===== src/rtl/multicycle_control.sv =====
// Moore control FSM for a small multicycle datapath: fetch, decode, execute,
// optional mult/div or memory wait with timeout, and register writeback.
module multicycle_control #(
    parameter int OP_W    = 5,
    parameter int FUNC_W  = 5,
    parameter int TIMEOUT = 15
) (
    input  logic              clock,
    input  logic              reset,
    input  logic [OP_W-1:0]   opcode,
    input  logic [FUNC_W-1:0] func,
    input  logic              md_ready,
    input  logic              dmem_ready,
    output logic              pc_we,
    output logic              ir_we,
    output logic              Rwe,
    output logic              Rdst,
    output logic              ALUinB,
    output logic              DMwe,
    output logic              Rwd,
    output logic [FUNC_W-1:0] ALUop,
    output logic              dmem_req,
    output logic              md_start,
    output logic              md_op,
    output logic              busy,
    output logic              illegal,
    output logic              timeout_err
);

    localparam int CNT_W = (TIMEOUT < 1) ? 1 : $clog2(TIMEOUT + 1);
    localparam logic [CNT_W-1:0] WAIT_LAST = CNT_W'(TIMEOUT - 1);

    typedef enum logic [2:0] {
        IDLE,
        FETCH,
        DECODE,
        EXEC,
        MDWAIT,
        MEM,
        WB,
        HALT
    } state_t;

    state_t            state;
    state_t            state_next;
    logic [OP_W-1:0]   op_latched;
    logic [FUNC_W-1:0] func_latched;
    logic [CNT_W-1:0]  wait_cnt;

    // Instruction classification; fields are compared zero-extended.
    function automatic logic is_rtype(input logic [OP_W-1:0] op, input logic [FUNC_W-1:0] fn);
        return (32'(op) == 32'd0) && (32'(fn) <= 32'd7);
    endfunction

    function automatic logic is_muldiv(input logic [OP_W-1:0] op, input logic [FUNC_W-1:0] fn);
        return is_rtype(op, fn) && (32'(fn) >= 32'd6);
    endfunction

    function automatic logic is_addi(input logic [OP_W-1:0] op);
        return 32'(op) == 32'd5;
    endfunction

    function automatic logic is_sw(input logic [OP_W-1:0] op);
        return 32'(op) == 32'd7;
    endfunction

    function automatic logic is_lw(input logic [OP_W-1:0] op);
        return 32'(op) == 32'd8;
    endfunction

    function automatic logic is_imm(input logic [OP_W-1:0] op);
        return is_addi(op) || is_sw(op) || is_lw(op);
    endfunction

    function automatic logic is_legal(input logic [OP_W-1:0] op, input logic [FUNC_W-1:0] fn);
        return is_rtype(op, fn) || is_imm(op);
    endfunction

    logic live_legal;
    logic dec_rtype;
    logic dec_md;
    logic dec_lw;
    logic dec_sw;
    logic dec_imm;
    logic dec_legal;
    logic wait_ready;
    logic wait_expired;

    assign live_legal   = is_legal(opcode, func);
    assign dec_rtype    = is_rtype(op_latched, func_latched);
    assign dec_md       = is_muldiv(op_latched, func_latched);
    assign dec_lw       = is_lw(op_latched);
    assign dec_sw       = is_sw(op_latched);
    assign dec_imm      = is_imm(op_latched);
    assign dec_legal    = is_legal(op_latched, func_latched);
    assign wait_ready   = (state == MDWAIT) ? md_ready : dmem_ready;
    assign wait_expired = (wait_cnt == WAIT_LAST);

    always_ff @(posedge clock or posedge reset) begin
        if (reset) begin
            state <= IDLE;
        end else begin
            state <= state_next;
        end
    end

    // Instruction fields are captured as DECODE exits, so EXEC onward is
    // immune to the instruction register changing underneath.
    always_ff @(posedge clock or posedge reset) begin
        if (reset) begin
            op_latched   <= '0;
            func_latched <= '0;
        end else if (state == DECODE) begin
            op_latched   <= opcode;
            func_latched <= func;
        end
    end

    always_ff @(posedge clock or posedge reset) begin
        if (reset) begin
            wait_cnt <= '0;
        end else if ((state == MDWAIT) || (state == MEM)) begin
            if (!wait_ready) begin
                wait_cnt <= wait_cnt + CNT_W'(1);
            end
        end else begin
            wait_cnt <= '0;
        end
    end

    always_comb begin
        state_next = state;
        case (state)
            IDLE:    state_next = FETCH;
            FETCH:   state_next = DECODE;
            DECODE:  state_next = live_legal ? EXEC : FETCH;
            EXEC: begin
                if (dec_md) begin
                    state_next = MDWAIT;
                end else if (dec_lw || dec_sw) begin
                    state_next = MEM;
                end else begin
                    state_next = WB;
                end
            end
            MDWAIT: begin
                if (md_ready) begin
                    state_next = WB;
                end else if (wait_expired) begin
                    state_next = HALT;
                end
            end
            MEM: begin
                if (dmem_ready) begin
                    state_next = dec_lw ? WB : FETCH;
                end else if (wait_expired) begin
                    state_next = HALT;
                end
            end
            WB:      state_next = FETCH;
            HALT:    state_next = HALT;
            default: state_next = IDLE;
        endcase
    end

    always_comb begin
        pc_we       = 1'b0;
        ir_we       = 1'b0;
        Rwe         = 1'b0;
        Rdst        = 1'b0;
        ALUinB      = 1'b0;
        DMwe        = 1'b0;
        Rwd         = 1'b0;
        ALUop       = '0;
        dmem_req    = 1'b0;
        md_start    = 1'b0;
        md_op       = 1'b0;
        busy        = 1'b0;
        illegal     = 1'b0;
        timeout_err = 1'b0;
        case (state)
            FETCH: begin
                pc_we   = 1'b1;
                ir_we   = 1'b1;
                busy    = 1'b1;
                // Latched fields still hold the previous instruction here.
                illegal = !dec_legal;
            end
            DECODE: begin
                busy = 1'b1;
            end
            EXEC: begin
                busy     = 1'b1;
                ALUinB   = dec_imm;
                ALUop    = dec_imm ? '0 : func_latched;
                md_start = dec_md;
                md_op    = dec_md & func_latched[0];
            end
            MDWAIT: begin
                busy  = 1'b1;
                md_op = func_latched[0];
            end
            MEM: begin
                busy     = 1'b1;
                dmem_req = 1'b1;
                DMwe     = dec_sw;
            end
            WB: begin
                busy   = 1'b1;
                Rwe    = 1'b1;
                Rdst   = dec_rtype;
                Rwd    = dec_lw;
                ALUinB = dec_imm;
                ALUop  = dec_imm ? '0 : func_latched;
            end
            HALT: begin
                timeout_err = 1'b1;
            end
            default: begin
            end
        endcase
    end

endmodule


===== config.mk =====
export PLATFORM = sky130hd
export DESIGN_NAME = multicycle_control
export DESIGN_NICKNAME = d
export VERILOG_FILES = /design/src/rtl/multicycle_control.sv
export SDC_FILE = /design/constraint.sdc
export NUM_CORES = 1
export LEC_CHECK = 0
export ABC_AREA = 1
export CORE_MARGIN = 4
export CORE_UTILIZATION = 50
export CTS_CLUSTER_SIZE = 12
export DETAILED_ROUTE_END_ITERATION = 10
export HOLD_SLACK_MARGIN = 0.08
export PLACE_DENSITY_LB_ADDON = 0.25
export SETUP_SLACK_MARGIN = 0.2
export SYNTH_ARGS = -nofsm -noshare
export SYNTH_HDL_FRONTEND = slang
export SYNTH_SLANG_ARGS = --single-unit
export TNS_END_PERCENT = 1

===== constraint.sdc =====
create_clock -name clock -period 2.2 [get_ports clock]
set_clock_uncertainty 0.05 [all_clocks]
set_input_delay 0.66 -clock clock [delete_from_list [all_inputs] [get_ports clock]]
set_output_delay 0.66 -clock clock [all_outputs]
set_load 0.02 [all_outputs]

==> out/results.tsv, run 1 <==
metric	value	unit
run_status	complete, but fails checks	
failing_checks	setup timing	
routed-via-count	1301	
holdCritPathClass	flop to flop	
tritoncts.num_buffers	3	
setup.worst_path.class	flop to output port	
power_density	338.9	nW/um^2
critical_path.endpoint_type	output port	
grt_first_pass_wirelength	5388	um
chipWidth	54.90	um
cell_with_the_largest_stage_delay_on_the_worst_path	dfrtp_1	
synth_cell_types	22	
power.net_switching	145.2	uW
wire_per_inst	15.29	um
setup_viol	9	
fin_util	0.8286	
syn_nets	172	
seqPwrFrac	0.573	
ios	32	
remaining_drc_errors	0	
max_slew.worst_pin.slew	0.4064	ns
synth_common_cells	32 x nand2_1, 25 x inv_1, 20 x nor2_1, 17 x dfrtp_1, 15 x nand3_1	
finalNonFillerCells	239	
largest_stage_delay_on_the_critical_path	0.45	ns
max_freq	445.0	MHz
critical-path-top-delay-family	simple AND/OR/NAND/NOR gates	
avgViaCountPerCell	5.444	
firstDrtPassIters	4	
clock_tree.buffer_depth	2	
core_area	2022	um^2
layout_worst_path_cycle_share	1.021	
setup_slack	-0.04708	ns
buffer_ports.inserted	31	
number_of_antenna_violations_at_the_first_check_in_global_routing	0	
syn-cell-area	1100	um^2
place_ws	-0.1795	ns
timing.critical_path.from_type	flop	
pwr-share-clk	0.316	
ys_warn_count	0	
hold_viol_final	0	
post_synth_edffs	0	
critPathMostFrequentCell	and2_4	
clkSlewWorstSetupHoldPaths	0.11	ns
synth_cells	156	
synth.yosys.seq_area_share	0.3868	
dp_hpwl	2411	um
most_used_dff_post_synth	dfrtp_1	
peak_ir_drop_on_the_vdd_network	0.4880	mV
yosysTopAreaCell	dfrtp_1	
fin_nets	229	
setup_repair_after_global_routing_missed_its_margin	true	
count_of_antenna_diodes_in_the_layout	0	
number_of_levels_the_h_tree_was_split_into	1	
maxSlewHeadroom	0.7290	
die_area	3014	um^2
clkSinkCount	17	
postSynthRegisterBits	17	
floorplan.rows	16	
maximum_number_of_pins_on_one_net_before_global_route_repair	18	
global_route.overflow_total	0	
critPathMaxFanout	3	
comb_power_share	0.110	
clk_latency	0.31	ns
root_buffer	clkbuf_4	
layout-drive-gt1-share	0.3915	
tritoncts	built	
power.switching_fraction	0.2558	
gp_congestion	0.8986	
cp_num_buf_inv	2	
asyncSetResetFlopFracSynth	1.000	
cp_data_arrival_time	1.54	ns
wirelength	3654	um
vias_in_the_first_global_route	1270	
initial_utilization	0.5439	
gr-usage-all-layers	0.2530	
power.leakage	0.0008539	uW
floorplan.die.height	54.90	um
yosys.area.top_type_share	0.3868	
post_dp_cell_area	1555	um^2
max_cap_violations	0	
detailedRoute.firstIterationViolations	49	
place_inst	229	
stdcell_area	1675	um^2
netlist_top_cells_area	dfrtp_1 39%, nand2_1 11%, inv_1 8.5%	
layout_min_cycle_time	2.247	ns
cellInternalPower	422.5	uW
area_growth_from_synthesis_to_final_layout	52.33	%
postRouteAntennaNets	0	
avgSynthCellArea	7.050	um^2
dominant_cell_by_count_in_the_synthesized_netlist	nand2_1	
holdBufCountCts	0	
timing.critical_path.cells	nor2_4 > and2_4 > and2_4 > inv_2 > nor2_2 > buf_6	
worst_ep_required_time	1.49	ns
number_of_pins_exceeding_their_max_slew_limit_in_the_final_report	0	
[tightest hold or removal path, delay by kind of cell (launching register included)]
family | cells | cell delay [ns]
buffers and inverters | 1 | 0.06
AOI/OAI and AO/OA | 1 | 0.14
DFF | 1 | 0.34
[metrics by stage]
step | hold slack, ns | power (uW) | setup TNS [ns]
floorplan | 0.4316 | 347.9 | 0
global placement | 0.4570 | 381.9 | -0.7744
detailed placement | 0.4654 | 385.3 | -1.415
CTS | 0.5120 | 565.4 | 0
global route | 0.5477 | 583.9 | -0.7390
finish | 0.5263 | 567.7 | -0.1571
[registers in the layout, summed over array words and instances, names as in the netlist]
register      cells
wait_cnt          4
func_latched      5
state             3
op_latched        5
[worst paths after layout]
| kind | from | slack (ns) | end | cells past startpoint |
|---|---|---|---|---|
| setup / recovery | op_latched[4] | -0.05 | Rdst | 6 |
| hold / removal | func_latched[2] | 0.53 | func_latched[2] | 2 |
| setup reg to reg | state[0] | 0.61 | op_latched[1] | 5 |
| hold reg to reg | func_latched[2] | 0.53 | func_latched[2] | 2 |
| max in group asynchronous | reset | 1.29 | state[0] | 3 |
| min in group asynchronous | reset | 0.60 | func_latched[4] | 3 |
[layer usage]
| metal | GRT usage | up-vias | wire [um] |
|---|---|---|---|
| met2 | 0.4764 | 41 | 1917 |
| met3 | 0.04021 | 10 | 149 |
| met4 | 0.09717 | 0 | 102 |
| met1 | 0.2811 | 634 | 1485 |
| met5 | 0 | - | 0 |
| li1 | - | 616 | - |
[layout make-up]
cell class                      count  area, um^2
Timing Repair Buffer               55       449.2
Inverter                           26       97.59
Sequential cell                    17       430.4
Multi-Input combinational cell    110       636.9
Tap cell                           27       33.78
Fill cell                         117       346.6
Clock inverter                      1       5.005
Clock buffer                        3       22.52
[kinds of logic (layout without fill, tap and decap cells)]
logic type,after synthesis,in the layout,share of synthesized area
multiplexers,3,3,0.03071
adder cells (fa/ha/maj),2,2,0.02275
flip-flops,17,17,0.3868
AO/OA/AOI/OAI,17,17,0.07736
buffers and inverters,29,85,0.1103
AND/OR/NAND/NOR,88,88,0.3720
[power by group through the flow]
stage / combinational (uW) / sequential (uW) / clock [uW]
after detailed placement: 55.8 / 329 / 0
after floorplan: 20.0 / 328 / 0
final: 62.7 / 325 / 180
after global routing: 68.9 / 326 / 189
after global placement: 53.5 / 328 / 0
after CTS: 61.2 / 324 / 181
[placed cells by master, fill, tap and decap left out, drive strengths merged]
cell | synthesis | routed
clkinv | 0 | 1
and2 | 2 | 2
nand4 | 5 | 5
buf | 3 | 40
or2 | 1 | 1
nand2 | 35 | 35
clkdlybuf4s50 | 0 | 13
nor3 | 8 | 8
dfrtp | 17 | 17
mux2 | 3 | 3
clkbuf | 0 | 4
nand3b | 1 | 1
o21ai | 10 | 10
clkdlybuf4s15 | 0 | 1
nor2 | 21 | 21
nand3 | 15 | 15
ha | 2 | 2
inv | 26 | 26
a21oi | 7 | 7
[repair_timing]
action / 4_1_cts / 5_1_grt
pin swaps: 6 / 2
resized for setup: 92 / 29
endpoints found under the setup margin: 18 / 18
buffers inserted: 6 / 0
Note: power is estimated with default switching activity, not from simulation.
==> run 2: changes to the inputs <==
--- a/config.mk
+++ b/config.mk
@@ -5,9 +5,8 @@
 export SDC_FILE = /design/constraint.sdc
 export NUM_CORES = 1
 export LEC_CHECK = 0
-export ABC_AREA = 1
 export CORE_MARGIN = 4
-export CORE_UTILIZATION = 50
+export CORE_UTILIZATION = 49
 export CTS_CLUSTER_SIZE = 12
 export DETAILED_ROUTE_END_ITERATION = 10
 export HOLD_SLACK_MARGIN = 0.08
==> out/results.tsv, run 2 <==
metric	value	unit	change
run_status	complete, but fails checks		
failing_checks	setup timing		
setup_repair_after_global_routing_missed_its_margin	true		
number_of_pins_exceeding_their_max_slew_limit_in_the_final_report	0		unchanged
remaining_drc_errors	0		unchanged
finalNonFillerCells	195		-18%
vias_in_the_first_global_route	1079		-15%
place_ws	-0.7543	ns	-0.5748 ns
hold_viol_final	0		unchanged
asyncSetResetFlopFracSynth	1.000		unchanged
gr-usage-all-layers	0.2184		-0.03461
postRouteAntennaNets	0		unchanged
core_area	2002	um^2	-0.99%
power.leakage	0.0007862	uW	-7.9%
synth_cell_types	34		+55%
post_dp_cell_area	1549	um^2	-0.40%
wire_per_inst	14.83	um	-3.0%
ios	32		unchanged
detailedRoute.firstIterationViolations	11		-78%
avgSynthCellArea	9.328	um^2	+32%
setup_slack	-0.5937	ns	-0.5466 ns
top_regs	func_latched (5), op_latched (5), wait_cnt (4)		
cp_num_buf_inv	1		-1
multi_input_area	633.1	um^2	-0.59%
chipWidth	54.18	um	-1.3%
floorplan.rows	16		unchanged
max_slew.worst_pin.slew	0.2568	ns	-0.1497 ns
critPathMaxFanout	4		+1
synth.yosys.seq_area_share	0.4072		+0.02038
maxSlewHeadroom	0.8266		+0.09754
clock_tree.buffer_depth	2		unchanged
number_of_levels_the_h_tree_was_split_into	1		unchanged
critical_path.endpoint_type	output port		
global_route.overflow_total	0		unchanged
worst_ep_required_time	1.49	ns	about the same
final_common_cell	buf_4		
floorplan.die.height	54.18	um	-1.3%
peak_ir_drop_on_the_vdd_network	0.3471	mV	-29%
max_cap_violations	0		unchanged
cp_data_arrival_time	2.08	ns	+0.54 ns
place_inst	188		-18%
root_buffer	clkbuf_4		
cell_with_the_largest_stage_delay_on_the_worst_path	or4_4		
p_total	523.7	uW	-7.8%
initial_utilization	0.5219		-0.02206
clk_latency	0.28	ns	-0.03 ns
firstDrtPassIters	6		+2
holdBufCountCts	0		unchanged
die_area	2935	um^2	-2.6%
clkSinkCount	17		unchanged
wirelength	2892	um	-21%
synth_cells	112		-28%
dominant_cell_by_count_in_the_synthesized_netlist	dfrtp_1		
avgViaCountPerCell	5.405		-0.71%
gp_congestion	0.8849		-1.5%
timing.critical_path.from_type	flop		
critical-path-top-delay-family	simple AND/OR/NAND/NOR gates		
clkSlewWorstSetupHoldPaths	0.10	ns	about the same
yosys.area.top_type_share	0.4072		+0.02038
area_growth_from_synthesis_to_final_layout	53.65	%	
syn_nets	128		-26%
grt_first_pass_wirelength	4623	um	-14%
dp_hpwl	2118	um	-12%
most-common-layout-cells	30 x buf_4, 16 x dfrtp_1, 12 x clkdlybuf4s50_1		
syn-cell-area	1045	um^2	-5.0%
final-seq-area	426.7	um^2	-0.87%
stdcell_area	1605	um^2	-4.2%
fin_util	0.8019		-0.02671
post_synth_edffs	0		unchanged
routed-via-count	1054		-19%
synth_common_cells	17 x dfrtp_1, 13 x nor2_1, 9 x mux2_2, 8 x nand2_1, 6 x and2_1		
number_of_antenna_violations_at_the_first_check_in_global_routing	0		unchanged
layout-drive-gt1-share	0.4286		+0.03706
count_of_antenna_diodes_in_the_layout	0		unchanged
holdCritPathClass	flop to flop		
setup_viol	12		+3
maximum_number_of_pins_on_one_net_before_global_route_repair	18		unchanged
netlist_top_cells_area	dfrtp_1 41%, mux2_2 9.7%, nor2_1 4.7%		
layout_worst_path_cycle_share	1.270		+0.2485
largest_stage_delay_on_the_critical_path	0.52	ns	+0.07 ns
layout_min_cycle_time	2.794	ns	+0.5466 ns
yosysTopAreaCell	dfrtp_1		
postSynthRegisterBits	17		unchanged
ys_warn_count	0		unchanged
power_density	326.2	nW/um^2	-3.7%
nFillCells	133		+14%
tritoncts	built		
setup.worst_path.class	flop to output port		
most_used_dff_post_synth	dfrtp_1		
max_freq	357.9	MHz	-20%
timing.critical_path.cells	or4_4 > nor4_4 > and3_4 > nor3b_4 > o21a_2 > buf_6		
tritoncts.num_buffers	3		unchanged
fin_nets	185		-19%
buffer_ports.inserted	31		unchanged
-- run 2: cell types whose count changed after synthesis, moves of 6 or more --
cell / delta
inv_1: -20
nor2_1: -7
nand2_1: -24
nand3_1: -13
mux2_2: +6
o21ai_1: -6
-- run 2: per-stage QoR --
step	hold slack [ns]	TNS, ns
6_report	0.4894	-4.469
5_1_grt	0.5276	-5.540
4_1_cts	0.4898	-5.398
3_5_place_dp	0.4656	-7.116
3_3_place_gp	0.4535	-6.667
2_1_floorplan	0.4364	-1.613
-- run 2: kinds of logic after synthesis --
kind of cell | count (synthesis) | synth area share
AND/OR/NAND/NOR | 53 | 0.2922
adder cells (fa/ha/maj) | 2 | 0.02395
flip-flops | 17 | 0.4072
XOR/XNOR | 4 | 0.03354
buffers and inverters | 11 | 0.04431
multiplexers | 10 | 0.1066
AO/OA/AOI/OAI | 15 | 0.09222
-- run 2: timing repair --
action	4_1_cts	5_1_grt
setup endpoints to repair	19	18
endpoints found under the hold margin	0	0
gates resized for setup	79	25
buffers inserted	3	0
pin swaps	2	4
-- run 2: report_power, final --
part,internal [uW],switching [uW],total (uW)
sequential,312,0,312
clock,70.4,94.0,164
combinational,27.8,19.4,47.1
-- run 2: metal layers --
metal	routed length, um	up-vias	global-route usage
li1	-	511	-
met1	1202	511	0.2556
met4	12	0	0.06639
met3	150	2	0.04709
met2	1526	30	0.3924
met5	0	-	0
-- run 2: area by class of cell --
cell class | instances | area share
multi-input combinational | 84 | 0.3944
timing repair buffer | 58 | 0.2907
inverter | 5 | 0.01169
sequential | 17 | 0.2658
clock buffer | 4 | 0.01637
tap | 27 | 0.02104
-- run 2: path summary, 6_finish.rpt --
path	slack [ns]	cells after the start	startpoint	end
setup / recovery	-0.59	6	op_latched[1]	md_op
hold / removal	0.49	1	func_latched[2]	func_latched[2]
setup reg to reg	0.19	6	op_latched[1]	state[1]
hold reg to reg	0.49	1	func_latched[2]	func_latched[2]
max in group asynchronous	1.26	3	reset	state[1]
min in group asynchronous	0.64	3	reset	func_latched[0]
==> run 3: changes to the inputs <==
--- a/config.mk
+++ b/config.mk
@@ -11,6 +11,7 @@
 export DETAILED_ROUTE_END_ITERATION = 10
 export HOLD_SLACK_MARGIN = 0.08
 export PLACE_DENSITY_LB_ADDON = 0.25
+export REMOVE_ABC_BUFFERS = 1
 export SETUP_SLACK_MARGIN = 0.2
 export SYNTH_ARGS = -nofsm -noshare
 export SYNTH_HDL_FRONTEND = slang
==> out/results.tsv, run 3 (synthesis gave the netlist of run 2 again) <==
metric	value	unit	change
remaining_drc_errors	0		unchanged
tritoncts	built		
seqPwrFrac	0.593		-0.003
power.switching_fraction	0.2220		+0.005577
avgViaCountPerCell	5.495		+1.7%
worst_ep_required_time	1.49	ns	about the same
final.setup.tns	-4.179	ns	+0.2904 ns
power.net_switching	116.9	uW	+3.1%
floorplan.die.height	54.18	um	unchanged
buffer_ports.inserted	31		unchanged
worstHoldPathCells	1		unchanged
floorplan.rows	16		unchanged
stdcell_area	1587	um^2	-1.2%
firstDrtPassIters	4		-2
pwr-share-clk	0.320		+0.006
clkSinkCount	17		unchanged
vias_in_the_first_global_route	992		-8.1%
timing.critical_path.from_type	flop		
power.leakage	0.0007744	uW	-1.5%
initial_utilization	0.5219		unchanged
number_of_levels_the_h_tree_was_split_into	1		unchanged
dp_hpwl	2098	um	-0.94%
setup_viol	12		unchanged
run_status	complete, but fails checks		
layout_min_cycle_time	2.811	ns	+0.01732 ns
clkSlewWorstSetupHoldPaths	0.10	ns	about the same
place_inst	187		-0.53%
maximum_number_of_pins_on_one_net_before_global_route_repair	18		unchanged
layout-drive-gt1-share	0.4000		-0.02857
grt_first_pass_wirelength	4657	um	+0.74%
setup.worst_path.class	flop to output port		
power_density	331.7	nW/um^2	+1.7%
reg2regPathDepth	6		unchanged
r2r_setup_slack	0.11	ns	-0.08 ns
fin_nets	182		-1.6%
global_route.overflow_total	0		unchanged
top_regs	func_latched (5), op_latched (5), wait_cnt (4)		
setup_repair_after_global_routing_missed_its_margin	true		
area_growth_from_synthesis_to_final_layout	51.86	%	
final_common_cell	buf_4		
worst_r2r_endpoint	state[1]		
post_dp_cell_area	1534	um^2	-0.97%
layout_worst_path_cycle_share	1.278		+0.007874
critical_path.endpoint_type	output port		
maxSlewHeadroom	0.7578		-0.06874
max_freq	355.7	MHz	-0.62%
core_area	2002	um^2	unchanged
cellInternalPower	409.4	uW	-0.21%
comb_power_share	0.087		-0.003
postRouteAntennaNets	0		unchanged
max_slew.worst_pin.slew	0.3585	ns	+0.1018 ns
setup_slack	-0.6110	ns	-0.01732 ns
wirelength	2989	um	+3.4%
holdCritPathClass	flop to flop		
clk_latency	0.28	ns	about the same
count_of_antenna_diodes_in_the_layout	0		unchanged
reg2reg_from	op_latched[0]		
peak_ir_drop_on_the_vdd_network	0.3573	mV	+2.9%
routed-via-count	1055		+0.095%
detailedRoute.firstIterationViolations	24		+13
number_of_antenna_violations_at_the_first_check_in_global_routing	0		unchanged
place_ws	-0.7655	ns	-0.01124 ns
hold-path-endpoint	func_latched[2]		
clock_tree.buffer_depth	2		unchanged
critPathMaxFanout	3		-1
hold_viol_final	0		unchanged
gp_congestion	0.8463		-4.4%
p_total	526.3	uW	+0.50%
root_buffer	clkbuf_4		
cp_data_arrival_time	2.10	ns	+0.02 ns
wire_per_inst	15.57	um	+5.0%
tritoncts.num_buffers	3		unchanged
number_of_pins_exceeding_their_max_slew_limit_in_the_final_report	0		unchanged
failing_checks	setup timing		
die_area	2935	um^2	unchanged
chipWidth	54.18	um	unchanged
gr-usage-all-layers	0.2206		+0.002183
holdCritStartpoint	func_latched[2]		
finalNonFillerCells	192		-1.5%
ios	32		unchanged
max_cap_violations	0		unchanged
most-common-layout-cells	25 x buf_4, 16 x dfrtp_1, 11 x nor2_1, 11 x clkdlybuf4s50_1		
## run 3: metal layers
metal,global-route usage,wire [um],up-vias
met1,0.2810,1212,500
met4,0.09129,80,0
met5,0,0,-
met3,0.03878,204,8
met2,0.3645,1492,42
li1,-,-,505
## run 3: worst max path at each step
stage / from / end / slack (ns)
2_1_floorplan: op_latched[4] / md_op / -0.46
3_3_place_gp: op_latched[0] / md_op / -0.70
3_5_place_dp: op_latched[0] / md_op / -0.77
4_1_cts: op_latched[0] / md_op / -0.64
5_1_grt: op_latched[0] / md_op / -0.68
6_report: op_latched[0] / md_op / -0.61
## run 3: final cells by class
| class | count | area (um^2) |
|---|---|---|
| tap | 27 | 33.78 |
| multi-input combinational | 84 | 631.9 |
| inverter | 5 | 18.77 |
| sequential | 17 | 426.7 |
| fill | 137 | 415.4 |
| timing repair buffer | 55 | 449.2 |
| clock buffer | 4 | 26.28 |
## run 3: critical path: stages (launching register included)
cell     delay, ns
dfrtp_1       0.41
or4_4         0.56
nor4_4        0.18
and3_1        0.21
nor3b_2       0.19
o21a_1        0.15
buf_6         0.12
## run 3: power groups by stage
stage	clock [uW]	combinational (uW)	sequential [uW]
after global placement	0	45.6	318
after detailed placement	0	46.2	318
after CTS	170	45.3	312
after global routing	187	49.0	312
final	168	45.7	312
after floorplan	0	12.8	318
## run 3: what timing repair did
item | 4_1_cts | 5_1_grt
endpoints found under the setup margin | 20 | 19
hold buffers | 0 | 0
gates resized for setup | 87 | 15
setup buffers | 0 | 1
pin swaps | 4 | 3
## run 3: stage by stage
step | util | hold slack, ns
2_1_floorplan | - | 0.4364
3_3_place_gp | 0.7663 | 0.4635
3_5_place_dp | 0.7663 | 0.4679
4_1_cts | 0.7750 | 0.4902
5_1_grt | 0.7925 | 0.5186
6_report | 0.7925 | 0.4851
